`config.mk`:
```
export PLATFORM = sky130hd
export DESIGN_NAME = sc_updown_acc_bank
export DESIGN_NICKNAME = d
export VERILOG_FILES = /design/src/rtl/sc_updown_acc_bank_pkg.sv /design/src/rtl/sc_updown_acc_bank_cell.sv /design/src/rtl/sc_updown_acc_bank.sv
export SDC_FILE = /design/constraint.sdc
export NUM_CORES = 1
export LEC_CHECK = 0
export ABC_AREA = 0
export BUFFER_PORTS_ARGS = -buffer_cell sky130_fd_sc_hd__buf_2
export CORE_UTILIZATION = 45
export CTS_BUF_LIST = sky130_fd_sc_hd__clkbuf_4 sky130_fd_sc_hd__clkbuf_8
export DETAILED_ROUTE_END_ITERATION = 12
export PLACE_DENSITY_LB_ADDON = 0.3
export SYNTH_ARGS = -nofsm -noshare
export SYNTH_HDL_FRONTEND = slang
export SYNTH_SLANG_ARGS = --single-unit
```
`constraint.sdc`:
```
create_clock -name i_clk_udc -period 2.38 [get_ports i_clk_udc]
set_input_delay 0.357 -clock i_clk_udc [delete_from_list [all_inputs] [get_ports i_clk_udc]]
set_output_delay 0.357 -clock i_clk_udc [all_outputs]
set_load 0.005 [all_outputs]
```
`src/rtl/sc_updown_acc_bank_pkg.sv`:
```
// Shared types and arithmetic helpers for the stochastic up/down accumulator bank.
package sc_pkg;

   typedef enum logic [1:0] {S_IDLE, S_ACC, S_DONE} sc_acc_state_t;

   // Bipolar coding: a '1' bit counts up, a '0' bit counts down.
   localparam logic BIPOLAR_UP = 1'b1;

   function automatic int sat_max(input int w);
      return (1 << (w - 1)) - 1;
   endfunction

   function automatic int sat_min(input int w);
      return -(1 << (w - 1));
   endfunction

endpackage

```
`src/rtl/sc_updown_acc_bank_cell.sv`:
```
// One channel: signed up/down counter with saturate/wrap selection and a sticky overflow flag.
module sc_updown_cell
   import sc_pkg::*;
#(
   parameter int ACC_W = 8
) (
   input  logic                    clk,
   input  logic                    rst,
   input  logic                    clear,
   input  logic                    en,
   input  logic                    sn_bit,
   input  logic                    sat_en,
   output logic signed [ACC_W-1:0] acc_nxt,
   output logic                    ovf_nxt
);

   localparam logic signed [ACC_W-1:0] MAX_V = ACC_W'(sat_max(ACC_W));
   localparam logic signed [ACC_W-1:0] MIN_V = ACC_W'(sat_min(ACC_W));
   localparam logic signed [ACC_W-1:0] ONE   = ACC_W'(1);

   logic signed [ACC_W-1:0] acc_q;
   logic                    ovf_q;

   // acc_nxt/ovf_nxt are the values after this cycle's update, so the top can
   // latch the final result on the same edge that absorbs the last bit.
   always_comb begin
      acc_nxt = acc_q;
      ovf_nxt = ovf_q;
      if (en) begin
         if (sn_bit == BIPOLAR_UP) begin
            if (acc_q == MAX_V) begin
               acc_nxt = sat_en ? MAX_V : MIN_V;
               ovf_nxt = 1'b1;
            end else begin
               acc_nxt = acc_q + ONE;
            end
         end else begin
            if (acc_q == MIN_V) begin
               acc_nxt = sat_en ? MIN_V : MAX_V;
               ovf_nxt = 1'b1;
            end else begin
               acc_nxt = acc_q - ONE;
            end
         end
      end
   end

   always_ff @(posedge clk or posedge rst) begin
      if (rst) begin
         acc_q <= '0;
         ovf_q <= 1'b0;
      end else if (clear) begin
         acc_q <= '0;
         ovf_q <= 1'b0;
      end else begin
         acc_q <= acc_nxt;
         ovf_q <= ovf_nxt;
      end
   end

endmodule

```
`src/rtl/sc_updown_acc_bank.sv`:
```
// Bank of N_CH bipolar stochastic-bit accumulators framed by a start/done window.
module sc_updown_acc_bank
   import sc_pkg::*;
#(
   parameter int N_CH  = 4,
   parameter int ACC_W = 8,
   parameter int LEN_W = 8
) (
   input  logic                  i_clk_udc,
   input  logic                  i_rst_udc,
   input  logic                  i_start,
   input  logic [LEN_W-1:0]      i_len,
   input  logic                  i_sat_en,
   input  logic                  i_bit_valid,
   input  logic [N_CH-1:0]       i_sn_bits,
   output logic                  o_busy,
   output logic                  o_done,
   output logic [N_CH*ACC_W-1:0] o_result,
   output logic [N_CH-1:0]       o_ovf
);

   sc_acc_state_t        state_q, state_d;
   logic [LEN_W-1:0]     remaining;
   logic                 sat_q;
   logic                 clear, step, last, load_zero;
   logic [N_CH*ACC_W-1:0] acc_nxt;
   logic [N_CH-1:0]      ovf_nxt;

   always_comb begin
      state_d   = state_q;
      clear     = 1'b0;
      step      = 1'b0;
      last      = 1'b0;
      load_zero = 1'b0;
      case (state_q)
         S_IDLE: begin
            if (i_start) begin
               if (i_len != '0) begin
                  clear   = 1'b1;
                  state_d = S_ACC;
               end else begin
                  load_zero = 1'b1;
                  state_d   = S_DONE;
               end
            end
         end
         S_ACC: begin
            if (i_bit_valid) begin
               step = 1'b1;
               if (remaining == LEN_W'(1)) begin
                  last    = 1'b1;
                  state_d = S_DONE;
               end
            end
         end
         S_DONE:  state_d = S_IDLE;
         default: state_d = S_IDLE;
      endcase
   end

   always_ff @(posedge i_clk_udc or posedge i_rst_udc) begin
      if (i_rst_udc) begin
         state_q   <= S_IDLE;
         remaining <= '0;
         sat_q     <= 1'b0;
         o_busy    <= 1'b0;
         o_done    <= 1'b0;
         o_result  <= '0;
         o_ovf     <= '0;
      end else begin
         state_q <= state_d;
         // Busy and done are registered from the next state so both come straight off flops.
         o_busy  <= (state_d != S_IDLE);
         o_done  <= (state_d == S_DONE);
         if (clear) begin
            remaining <= i_len;
            sat_q     <= i_sat_en;
         end else if (step) begin
            remaining <= remaining - LEN_W'(1);
         end
         if (last) begin
            o_result <= acc_nxt;
            o_ovf    <= ovf_nxt;
         end else if (load_zero) begin
            o_result <= '0;
            o_ovf    <= '0;
         end
      end
   end

   for (genvar c = 0; c < N_CH; c++) begin : g_ch
      sc_updown_cell #(
         .ACC_W(ACC_W)
      ) u_cell (
         .clk    (i_clk_udc),
         .rst    (i_rst_udc),
         .clear  (clear),
         .en     (step),
         .sn_bit (i_sn_bits[c]),
         .sat_en (sat_q),
         .acc_nxt(acc_nxt[c*ACC_W +: ACC_W]),
         .ovf_nxt(ovf_nxt[c])
      );
   end

endmodule

```
==> summary.md, run 1 <==
| Metric | Value |
|---|---|
| Initial Util | 46.10% |
| Netlist cell types | 85 |
| Cts hold-fix bufs | 0 |
| Nets | 710 |
| Setup WS pre-CTS | 0.1951 ns |
| First-pass GRT wire length | 25090 microns |
| WL met3 | 879 microns |
| # DRC | 0 |
| CP Capture Type | flop |
| Hold Vio Cnt, Final | 0 |
| Clock Pin Slew Worst Setup and Hold Paths | 0.09 ns |
| Metal-1 WL | 6802 microns |
| Minimum clock period | 2.239 ns |
| List of most frequent post-synthesis cells | 85 x dfrtp_1, 73 x nand2_1, 43 x o21ai_0 |
| Remaining Overflow, GRT | 0 |
| Crit Path Class | reg2reg |
| Async set-reset flop share out of synthesis | 100.0% |
| Routed wl met2 | 6999 microns |
| Mapped Cells | 642 |
| Final RePlAce weighted congestion | 0.9734 |
| Leak | 2.682 nW |
| Final setup vio count | 0 |
| Hold crit path type | in2async |
| Ys flop type | dfrtp_1 |
| FF-to-FF End | o_result[27] |
| Overall fraction of global-route tracks in use | 24.86% |
| Inst Count DP | 815 |
| Slew headroom | 58.19% |
| Area share of the largest cell type after synthesis | 38.41% |
| Total power | 7.708 mW |
| Worst skew pair latency | 0.38 ns |
| Status | complete, no violations |
| Worst-Margin Slew | 0.6214 ns |
| Post-synth EDFFs | 0 |
| Crit path arrival time | 2.50 ns |
| Die W | 112.9 microns |
| Die footprint | 0.01275 sq mm |
| Startpoint types | flop |
| Routed WL per cell | 18.14 microns |
| Worst Path Max Fanout | 7 |
| Clock sink count | 85 |
| Pwr/cell area | 1245 mW/mm^2 |
| # Post-CTS Setup Buffers | 0 |
| Total Wirelength | 15070 microns |
| Largest net degree at the start of global routing | 34 |
| Drt first pass iters | 5 |
| Die Height | 112.9 microns |
| Required time worst endpoint | 2.64 ns |
| Worst r2r src | g_ch[3].u_cell.acc_q[1] |
| Worst-case reg-to-reg path depth | 7 |
| Fmax achieved | 446.7 MHz |
| Worst ir drop on vdd | 0.5852 mV |
| Area Growth Syn to Fin | 11.84% |
| Area contributors post-synth | dfrtp_1 38%, nand2_1 4.9%, o21ai_0 3.9% |
| Io pins | 55 |
| Core ar. | 0.01201 sq mm |
| Most frequent cell after synthesis | dfrtp_1 |
| Register bit total from synthesis | 85 |
| DR top layer | met4 |
| Port Buf Inserts | 54 |
| CTS tree | done |
| Final WS setup | 0.1413 ns |
| Vias per inst | 6.258 |
| Post-route ant nets | 0 |
| Total CTS buffers | 9 |
| # rows | 40 |
| RSZ-0062 raised after global routing | no |
| Maximum root-to-sink buffer count | 2 |
| Vias in the first global route | 4960 |
| Final period utilization | 94.06% |
| Setup TNS | 0 ns |
| DR iter-0 viols | 285 |
| Synthesized area | 0.005538 sq mm |
| Initial antenna violation count | 0 |
| Final Max Tran Viols | 0 |
| Layout cell share with drive strength beyond 1 | 18.71% |
| Yosys warning count | 0 |
| Diode count | 0 |
| Vias | 5200 |
| Mean Syn Cell Area | 8.626 sq um |
| Final cell count without fillers | 831 |
| Sequential-to-total area share from yosys stat | 38.41% |
| Setup Skew | 0.009866 ns |
| Syn Nets | 673 |
| Max_cap viols | 0 |
| Setup slack, reg-to-reg | 0.14 ns |
| Post-cts sizing count | 0 |
| H-Tree Depth | 3 |
| Root Buffer Master | clkbuf_8 |
| Yosys top cell by area | dfrtp_1 |
| Post-DP HPWL | 10390 microns |
## per-layer routing
layer	GRT usage (%)	vias to the layer above
met5	0	-
met4	10.61	0
met1	33.03	2484
met3	4.285	30
li1	-	2490
met2	40.21	196
## layout make-up
type / count / area (sq um)
Tap cell: 147 / 183.9
Sequential cell: 85 / 2127
Fill cell: 1128 / 5818
Multi-Input combinational cell: 479 / 3058
Timing Repair Buffer: 83 / 538.0
Clock buffer: 11 / 145.1
Clock inverter: 5 / 58.81
Inverter: 21 / 82.58
## per-stage QoR
stage / area, sq um / hold WS [ns] / utilization (%)
floorplan: 5542 / 0.4497 / -
global placement: 5986 / 0.4508 / 49.83
detailed placement: 5986 / 0.4552 / 49.83
CTS: 6190 / 0.03726 / 51.53
global route: 6193 / 0.06837 / 51.56
finish: 6193 / 0.03275 / 51.56
## worst max-delay path, cell delays in order, from the launching register on
cell and delay [ns]:
dfrtp_1 0.45, inv_1 0.14, ha_1 0.24, and3b_1 0.23, a21oi_1 0.50, a221oi_1 0.19
o221ai_1 0.24, o21ai_0 0.12
## report_power, final
| part | internal (mW) | switching [mW] |
|---|---|---|
| clock network | 0.528 | 0.575 |
| registers | 2.04 | 0.844 |
| logic | 1.63 | 2.09 |
| total | 4.20 | 3.50 |
## flip-flops by register name (all words and copies together), names as in the netlist
register / count
o_result: 32
remaining: 8
sat_q: 1
o_ovf: 4
g_ch.u_cell.acc_q: 32
o_busy: 1
o_done: 1
state_q: 2
g_ch.u_cell.ovf_q: 4
## how the worst max path moves through the flow
stage | endpoint | slack (ns) | cells past startpoint | start
2_1_floorplan | o_result[27] | 0.33 | 8 | g_ch[3].u_cell.acc_q[0]
3_3_place_gp | o_result[27] | 0.30 | 7 | g_ch[3].u_cell.acc_q[1]
3_5_place_dp | o_result[27] | 0.20 | 7 | g_ch[3].u_cell.acc_q[1]
4_1_cts | o_result[27] | 0.18 | 7 | g_ch[3].u_cell.acc_q[1]
5_1_grt | g_ch[3].u_cell.acc_q[5] | 0.02 | 7 | g_ch[3].u_cell.acc_q[1]
6_report | o_result[27] | 0.14 | 7 | g_ch[3].u_cell.acc_q[1]
## cells by family (layout without fill, tap and decap cells)
group,after synthesis,in the layout,share of synthesized area (%)
AOI/OAI and AO/OA,208,208,25.76
and+or+nand+nor,241,241,23.32
adders and majority gates,14,14,3.163
xor gates and xnor gates,8,8,1.265
buffers and inverters,78,120,6.574
muxes,8,8,1.514
DFF,85,85,38.41
## cell usage in the layout, fill, tap and decap left out, types with 19 or more instances in the layout
cell,count
a21oi_1,34
buf_2,54
buf_4,25
dfrtp_1,85
inv_1,19
nand2_1,73
nand3_1,35
nor2_1,35
nor3_1,24
o21ai_0,43
(Power assumes the default switching activity.)
==> inputs of run 2 (changes only) <==
CORE_UTILIZATION = 35   (was 45)
==> run 2 against run 1 <==
Combinational power is essentially flat. Setup slack gained 0.097 ns. Wire length grew 4.6%. Largest cell class unchanged. Utilization shrank 11 points. Global-route usage shrank 4.7 points. Sequential power is essentially flat. Critical endpoint is now o_result[13].
==> summary.md, run 2 (synthesis gave the netlist of run 1 again) <==
| Metric | Value |
|---|---|
| Worst r2r src | g_ch[1].u_cell.acc_q[0] (was g_ch[3].u_cell.acc_q[1]) |
| CP cell instances | inv_1 -> ha_1 -> nand3b_1 -> o21ba_1 -> a32oi_1 -> a21o_2 -> a32o_1 (was inv_1 -> ha_1 -> and3b_1 -> a21oi_1 -> a221oi_1 -> o221ai_1 -> o21ai_0) |
| Setup TNS | 0 ns (unchanged) |
| Vias per inst | 5.823 (was 6.258) |
| Final RePlAce weighted congestion | 0.9290 (was 0.9734) |
| Overall fraction of global-route tracks in use | 20.11% (was 24.86%) |
| # rows | 45 (was 40) |
| Final WS setup | 0.2380 ns (was 0.1413 ns) |
| Slew headroom | 53.68% (was 58.19%) |
| Slowest cell on crit path | dfrtp_1 (was a21oi_1) |
| Setup Skew | 0.009352 ns (was 0.009866 ns) |
| Internal | 4.084 mW (was 4.203 mW) |
| Initial antenna violation count | 0 (unchanged) |
| Minimum clock period | 2.142 ns (was 2.239 ns) |
| Drt first pass iters | 4 (was 5) |
| Largest registers | g_ch.u_cell.acc_q (32), o_result (32), remaining (8) (unchanged) |
| Nets | 708 (was 710) |
| Core ar. | 0.01531 sq mm (was 0.01201 sq mm) |
| Die footprint | 0.01633 sq mm (was 0.01275 sq mm) |
| Clock Pin Slew Worst Setup and Hold Paths | 0.08 ns (was 0.09 ns) |
| # DRC | 0 (unchanged) |
| Pwr/cell area | 1222 mW/mm^2 (was 1245 mW/mm^2) |
| Final Max Tran Viols | 0 (unchanged) |
| Die W | 127.8 microns (was 112.9 microns) |
| DR iter-0 viols | 497 (was 285) |
| Maximum root-to-sink buffer count | 2 (unchanged) |
| Diode count | 0 (unchanged) |
| Clock sink count | 85 (unchanged) |
| Register share of total power | 38.2% (was 37.5%) |
| Most frequent cells in the layout | 85 x dfrtp_1, 73 x nand2_1, 54 x buf_2, 42 x o21ai_0 (was 85 x dfrtp_1, 73 x nand2_1, 54 x buf_2, 43 x o21ai_0) |
| Worst skew pair latency | 0.38 ns (about the same) |
| Final setup vio count | 0 (unchanged) |
| Comb pwr share | 49.3% (was 48.2%) |
| Total Wirelength | 15760 microns (was 15070 microns) |
| Area Growth Syn to Fin | 12.16% (was 11.84%) |
| Switching share of power | 46.22% (was 45.47%) |
| Vias in the first global route | 4845 (was 4960) |
| CTS tree | done (unchanged) |
| Max_cap viols | 0 (unchanged) |
| Final cell count without fillers | 892 (was 831) |
| Layout cell share with drive strength beyond 1 | 18.50% (was 18.71%) |
| Hold crit path type | in2async (unchanged) |
| Io pins | 55 (unchanged) |
| RSZ-0062 raised after global routing | no (unchanged) |
| Startpoint types | flop (unchanged) |
| Vias | 5194 (was 5200) |
| Post-DP HPWL | 10690 microns (was 10390 microns) |
| Worst Path Max Fanout | 10 (was 7) |
| Leak | 2.657 nW (was 2.682 nW) |
| Post-route ant nets | 0 (unchanged) |
| Port Buf Inserts | 54 (unchanged) |
| H-Tree Depth | 3 (unchanged) |
| Crit path arrival time | 2.41 ns (was 2.50 ns) |
| Inst Count DP | 877 (was 815) |
| Crit path launch | g_ch[1].u_cell.acc_q[0] (was g_ch[3].u_cell.acc_q[1]) |
| Initial Util | 36.16% (was 46.10%) |
| Slowest stage delay, CP | 0.53 ns (was 0.50 ns) |
| Commonest non-fill, non-tap cell in the layout | dfrtp_1 (unchanged) |
| CP Capture Type | flop (unchanged) |
| Final Util | 40.56% (was 51.56%) |
| First-pass GRT wire length | 25810 microns (was 25090 microns) |
| Worst-Margin Slew | 0.6884 ns (was 0.6214 ns) |
| Status | complete, no violations (unchanged) |
| Final period utilization | 90.00% (was 94.06%) |
| Total CTS buffers | 9 (unchanged) |
| Root Buffer Master | clkbuf_8 (unchanged) |
| Die Height | 127.8 microns (was 112.9 microns) |
| Required time worst endpoint | 2.65 ns (was 2.64 ns) |
| Crit Path Class | reg2reg (unchanged) |
| Setup WS pre-CTS | 0.2384 ns (was 0.1951 ns) |
| Clk pwr share | 12.5% (was 14.3%) |
| P_sw | 3.509 mW (was 3.505 mW) |
| Fill cells | 1577 (was 1128) |
| Remaining Overflow, GRT | 0 (unchanged) |
| Fmax achieved | 466.8 MHz (was 446.7 MHz) |
| Routed WL per cell | 17.67 microns (was 18.14 microns) |
| Largest net degree at the start of global routing | 86 (was 34) |
| Worst ir drop on vdd | 0.3391 mV (was 0.5852 mV) |
| Hold Vio Cnt, Final | 0 (unchanged) |
-- run 2: path summary, 6_finish.rpt --
| kind | slack [ns] | cells past startpoint | end |
|---|---|---|---|
| worst min register to register | 0.48 | 2 | o_result[7] |
| worst max register to register | 0.24 | 7 | o_result[13] |
| worst max-delay path | 0.24 | 7 | o_result[13] |
| max in group asynchronous | 1.90 | 3 | o_result[3] |
| min in group i_clk_udc | 0.20 | 3 | o_busy |
| worst min-delay path | 0.1 | 3 | o_result[19] |
-- run 2: layout make-up --
type,count,area (sq um),share of cell area [%]
Inverter,21,82.58,1.330
Clock inverter,5,27.53,0.4432
Clock buffer,10,137.6,2.216
Sequential cell,85,2127,34.25
Tap cell,211,264.0,4.251
Multi-Input combinational cell,479,3062,49.29
Timing Repair Buffer,81,510.5,8.219
-- run 2: power by group through the flow --
stage / registers [mW] / logic (mW) / clock network [mW]
after floorplan: 2.44 / 3.01 / 0
after global placement: 2.88 / 3.65 / 0
after detailed placement: 2.90 / 3.71 / 0
after CTS: 2.88 / 3.74 / 0.979
after global routing: 3.01 / 4.17 / 1.04
final: 2.90 / 3.75 / 0.947
-- run 2: stage by stage --
| step | total power, mW | hold slack, ns | area (sq um) |
|---|---|---|---|
| after floorplan | 5.448 | 0.4497 | 5542 |
| after global placement | 6.526 | 0.4621 | 6038 |
| after detailed placement | 6.611 | 0.4674 | 6038 |
| after CTS | 7.591 | 0.1155 | 6203 |
| after global routing | 8.218 | 0.1533 | 6211 |
| final | 7.593 | 0.09553 | 6211 |
-- run 2: timing repair --
item	in CTS	in global routing
setup endpoints to repair	0	3
gates resized for setup	0	3
setup buffers	0	0
hold buffers	0	0
-- run 2: critical path, delay by kind of cell, from the launching register on --
| family | cells | cell delay [ns] |
|---|---|---|
| buf+inv | 1 | 0.11 |
| compound gates | 4 | 0.98 |
| fa+ha+maj | 1 | 0.24 |
| simple gates | 1 | 0.16 |
| flops | 1 | 0.53 |
-- run 2: routing by layer --
layer	wire length, microns	track usage, %
met1	7320	27.32
met2	7456	32.38
met3	663	2.713
met4	322	7.958
met5	0	0
